## src/rtl/cpu_defs_pkg.sv

```systemverilog
// Shared CPU definitions: register file geometry, zero constants and enable levels.
package cpu_defs_pkg;

    localparam int REG_ADDR_W = 5;
    localparam int DATA_W     = 32;
    localparam int NUM_REGS   = 32;

    localparam logic [DATA_W-1:0]     ZERO_WORD = 32'h0;
    localparam logic [REG_ADDR_W-1:0] REG_ZERO  = 5'd0;

    localparam logic WRITE_ENABLE  = 1'b1;
    localparam logic WRITE_DISABLE = 1'b0;
    localparam logic READ_ENABLE   = 1'b1;
    localparam logic READ_DISABLE  = 1'b0;

endpackage

```

## src/rtl/hilo_reg.sv

```systemverilog
// HI/LO special register pair, written atomically; cleared by synchronous reset.
module hilo_reg #(
    parameter int DATA_W = cpu_defs_pkg::DATA_W
) (
    input  logic              clk,
    input  logic              reset,
    input  logic              hilo_we,
    input  logic [DATA_W-1:0] hi_in,
    input  logic [DATA_W-1:0] lo_in,
    output logic [DATA_W-1:0] hi_out,
    output logic [DATA_W-1:0] lo_out
);
    import cpu_defs_pkg::*;

    logic [DATA_W-1:0] hi;
    logic [DATA_W-1:0] lo;

    always_ff @(posedge clk) begin
        if (reset) begin
            hi <= '0;
            lo <= '0;
        end else if (hilo_we == WRITE_ENABLE) begin
            hi <= hi_in;
            lo <= lo_in;
        end
    end

    assign hi_out = hi;
    assign lo_out = lo;

endmodule

```

## src/rtl/wb_regfile.sv

```systemverilog
// Write-back register file: 32 GPRs with two combinational read ports plus HI/LO.
// Define WB_REGFILE_BYPASS_EN to forward same-cycle write data onto the read ports.
module wb_regfile #(
    parameter int DATA_W = cpu_defs_pkg::DATA_W,
    parameter int ADDR_W = cpu_defs_pkg::REG_ADDR_W
) (
    input  logic              clk,
    input  logic              reset,
    input  logic              we,
    input  logic [ADDR_W-1:0] waddr,
    input  logic [DATA_W-1:0] wdata,
    input  logic              hilo_we,
    input  logic [DATA_W-1:0] hi_in,
    input  logic [DATA_W-1:0] lo_in,
    input  logic              re1,
    input  logic [ADDR_W-1:0] raddr1,
    output logic [DATA_W-1:0] rdata1,
    input  logic              re2,
    input  logic [ADDR_W-1:0] raddr2,
    output logic [DATA_W-1:0] rdata2,
    output logic [DATA_W-1:0] hi_out,
    output logic [DATA_W-1:0] lo_out
);
    import cpu_defs_pkg::*;

    localparam int NREGS = 2 ** ADDR_W;

    logic [DATA_W-1:0] gpr [NREGS];

    always_ff @(posedge clk) begin
        if (reset) begin
            gpr <= '{default: '0};
        end else if (we == WRITE_ENABLE && waddr != REG_ZERO) begin
            gpr[waddr] <= wdata;
        end
    end

    // Register 0 and disabled ports read as zero regardless of array contents or bypass.
    function automatic logic [DATA_W-1:0] read_port(
        input logic              re,
        input logic [ADDR_W-1:0] raddr,
        input logic [DATA_W-1:0] stored
    );
        logic [DATA_W-1:0] value;
        value = ZERO_WORD;
        if (!reset && re == READ_ENABLE && raddr != REG_ZERO) begin
`ifdef WB_REGFILE_BYPASS_EN
            if (we == WRITE_ENABLE && raddr == waddr) begin
                value = wdata;
            end else begin
                value = stored;
            end
`else
            value = stored;
`endif
        end
        return value;
    endfunction

    always_comb begin
        rdata1 = read_port(re1, raddr1, gpr[raddr1]);
    end

    always_comb begin
        rdata2 = read_port(re2, raddr2, gpr[raddr2]);
    end

    hilo_reg #(
        .DATA_W (DATA_W)
    ) u_hilo_reg (
        .clk     (clk),
        .reset   (reset),
        .hilo_we (hilo_we),
        .hi_in   (hi_in),
        .lo_in   (lo_in),
        .hi_out  (hi_out),
        .lo_out  (lo_out)
    );

endmodule

```

## config.mk

```make
export PLATFORM = sky130hd
export DESIGN_NAME = wb_regfile
export DESIGN_NICKNAME = d
export VERILOG_FILES = /design/src/rtl/cpu_defs_pkg.sv /design/src/rtl/hilo_reg.sv /design/src/rtl/wb_regfile.sv
export SDC_FILE = /design/constraint.sdc
export NUM_CORES = 2
export LEC_CHECK = 0
export CELL_PAD_IN_SITES_DETAIL_PLACEMENT = 1
export CELL_PAD_IN_SITES_GLOBAL_PLACEMENT = 2
export CORE_ASPECT_RATIO = 0.75
export CORE_MARGIN = 8
export CORE_UTILIZATION = 34
export DETAILED_ROUTE_END_ITERATION = 7
export PLACE_DENSITY = 0.75
export SLEW_MARGIN = 0
export SYNTH_ARGS = -nofsm -noshare
export SYNTH_HDL_FRONTEND = slang
export SYNTH_SLANG_ARGS = --single-unit
```

## constraint.sdc

```tcl
create_clock -name clk -period 2.55 [get_ports clk]
set_clock_uncertainty 0.15 [all_clocks]
set_input_delay 0.51 -clock clk [delete_from_list [all_inputs] [get_ports clk]]
set_output_delay 0.51 -clock clk [all_outputs]
set_load 0.05 [all_outputs]
```

==> results.ini <==
[floorplan]
ios = 245
initial_core_util_pct = 34.2
die_w_um = 479
core_area_mm2 = 0.160
die_area_mm2 = 0.174
die_y_um = 363
rows = 127

[critical_path]
critPathMaxStageDelay_ns = 0.58
slowest_stage = mux4_2
crit_chain = mux4_2 > mux4_2 > nand2b_4 > nand3_4 > buf_12
arrival_ns = 2.52
crit_fanout = 3
path_delay_family = multiplexers
worstSetupPathType = flip-flop to output port
cpMostUsedCell = mux4_2
crit_buf_inv = 1
crit_required_ns = 1.89
cp-end-kind = output port
startpoint_type = flip-flop

[timing]
max_freq_mhz = 314
finalSetupTns_ns = -30.96
finalCritPeriodShare_pct = 125
tightest_slew_ns = 1.24
finalSetupViolations = 64
relSlewSlack_pct = 17.4
finalMaxSlewViolations = 0
min_period_ns = 3.18
hold_viol = 0
rsz0062_at_grt = true
setup_ws_ns = -0.633

[cts]
cts_tree = built
clk_pin_slew_ns = 0.06
clk_latency_ns = 0.78
cts_max_path_buffers = 3
clock_sinks = 1088
cts_buffers = 117
cts-root-buf = clkbuf_16
cts_max_level = 3

[drt]
drc = 0
post_drt_wl_per_cell_um = 31.3
viasPerCell = 6.03
first_pass_iters = 5
detail-route-antenna-nets = 0
vias = 54300
drt_wl_total_um = 282000
dr.first_iter.drc_count = 5969

[pwr]
irDropWorstVdd_v = 0.000462
power_density_mw_per_mm2 = 568
power.leakage_nw = 26.0

[yosys]
syn_nets = 6494
synth-edff-count = 0
yosys_warnings = 0
netlist_area_mm2 = 0.0547
syn_avg_cell_area_um2 = 8.58
netlist-cell-type-count = 43
async_flop_share_pct = 0
ys_ff_latch = 1088
synth_ff_type = dfxtp_1
syn_inst = 6377
seq_area_frac_synth_pct = 39.8

[run_status]
status = complete, but fails checks
violations = setup timing

[hold_path]
min_path_type = primary input to flip-flop

[cells_and_area]
fill_cells = 18000
seq_area_mm2 = 0.0220
multi_input_area_mm2 = 0.0327
layout-drive-gt1-share_pct = 26.1
syn2layout_area_growth_pct = 33.8
layout.nets = 6897
postLayoutCoreUtil_pct = 45.8
layout_commonest_cell = nand2_1
final_cell_mix = nand2_1, a21oi_1, dfxtp_1

[global_routing]
grt.overflow.total = 0
antenna_found_initial = 12
grt_max_degree = 211
grt_pass1_vias = 54500
grt_pass1_wl_um = 398000
grtUsageTotal_pct = 30.9

[flow_run]
maxCapViolCount = 0

[place]
place_congestion = 0.938
numPortBuffers = 244
dpl.hpwl_um = 189000

[final timing paths]
check | slack [ns] | cells past startpoint | endpoint | startpoint
hold reg to reg | 0.31 | 2 | gpr[519]$_SDFFE_PP0P_ | gpr[519]$_SDFFE_PP0P_
setup reg to reg | 1.62 | 2 | gpr[911]$_SDFFE_PP0P_ | gpr[911]$_SDFFE_PP0P_
setup / recovery | -0.63 | 5 | rdata2[1] | gpr[673]$_SDFFE_PP0P_
hold / removal | 0.17 | 3 | gpr[192]$_SDFFE_PP0P_ | reset
[routing by layer]
layer | global-route usage [%] | share of wire, % | wire (um) | up-vias
met2 | 47.0 | 43 | 122000 | 2747
met1 | 41.7 | 42 | 118000 | 27800
li1 | - | - | - | 23000
met3 | 5.94 | 9.0 | 25300 | 731
met4 | 15.9 | 6.0 | 16800 | 2
met5 | 0 | 0.0046 | 13 | -
[final cells by class]
class / instances / area share (%)
Sequential cell: 1088 / 30.0
Clock buffer: 166 / 4.69
Inverter: 7 / 0.0444
Tap cell: 2128 / 3.64
Multi-Input combinational cell: 4628 / 44.7
Timing Repair Buffer: 938 / 16.1
Clock inverter: 42 / 0.819
Antenna cell: 5 / 0.0171
[tightest hold or removal path: stages]
cell and delay (ns):
buf_8 0.11, buf_4 0.28, a21oi_1 0.17
[power by group]
part           internal, mW  switching [mW]  leakage (nW)
clock                  10.8            7.79          1.99
sequential             17.2           0.120          8.85
combinational          2.21            3.47          15.1
total                  30.2            11.4          26.0
[state kept, by name (all words and copies together) (netlist names)]
signal,flops
u_hilo_reg.hi_out,32
u_hilo_reg.lo_out,32
gpr,1024
[metrics by stage]
| step | instances | total power [mW] | setup slack [ns] | instance area [um2] | hold slack [ns] |
|---|---|---|---|---|---|
| 6_report | 9002 | 41.6 | -0.633 | 73200 | 0.170 |
| 3_5_place_dp | 8731 | 22.9 | -0.753 | 66900 | 0.310 |
| 4_1_cts | 8978 | 41.6 | -0.657 | 72700 | 0.143 |
| 3_3_place_gp | 8731 | 22.9 | -0.753 | 66900 | 0.300 |
| 5_1_grt | 9000 | 42.6 | -0.692 | 73200 | 0.150 |
| 2_1_floorplan | 6377 | 20.4 | -0.200 | 56300 | 0.291 |
[cells in the mapped netlist, types with 62 or more instances]
| master | number | area share (%) |
|---|---|---|
| clkbuf_1 | 428 | 2.9 |
| nor2_1 | 86 | 0.59 |
| nand3_1 | 72 | 0.66 |
| buf_2 | 109 | 1.0 |
| o21ai_0 | 62 | 0.57 |
| nand2_1 | 2058 | 14 |
| mux2i_1 | 506 | 9.3 |
| a22oi_1 | 156 | 2.1 |
| mux2_2 | 92 | 1.9 |
| a21oi_1 | 1044 | 9.6 |
| dfxtp_1 | 1088 | 40 |
| mux4_2 | 290 | 12 |
| a32oi_1 | 62 | 0.99 |
[kinds of logic (layout without fill, tap and decap cells)]
group / Yosys count / count (layout) / synth area share, %
buffers and inverters: 661 / 1153 / 5.56
multiplexers: 892 / 892 / 23.3
flip-flops: 1088 / 1088 / 39.8
AO/OA/AOI/OAI: 1418 / 1418 / 14.7
AND/OR/NAND/NOR: 2318 / 2318 / 16.6
other: 0 / 5 / 0
[repair_timing]
item,in CTS,in global routing
gates cloned,8,5
pin swaps,133,36
hold buffers,0,0
setup endpoints to repair,128,64
setup buffers,38,15
resized for setup,436,103
Power figures use the tool's default switching activity.
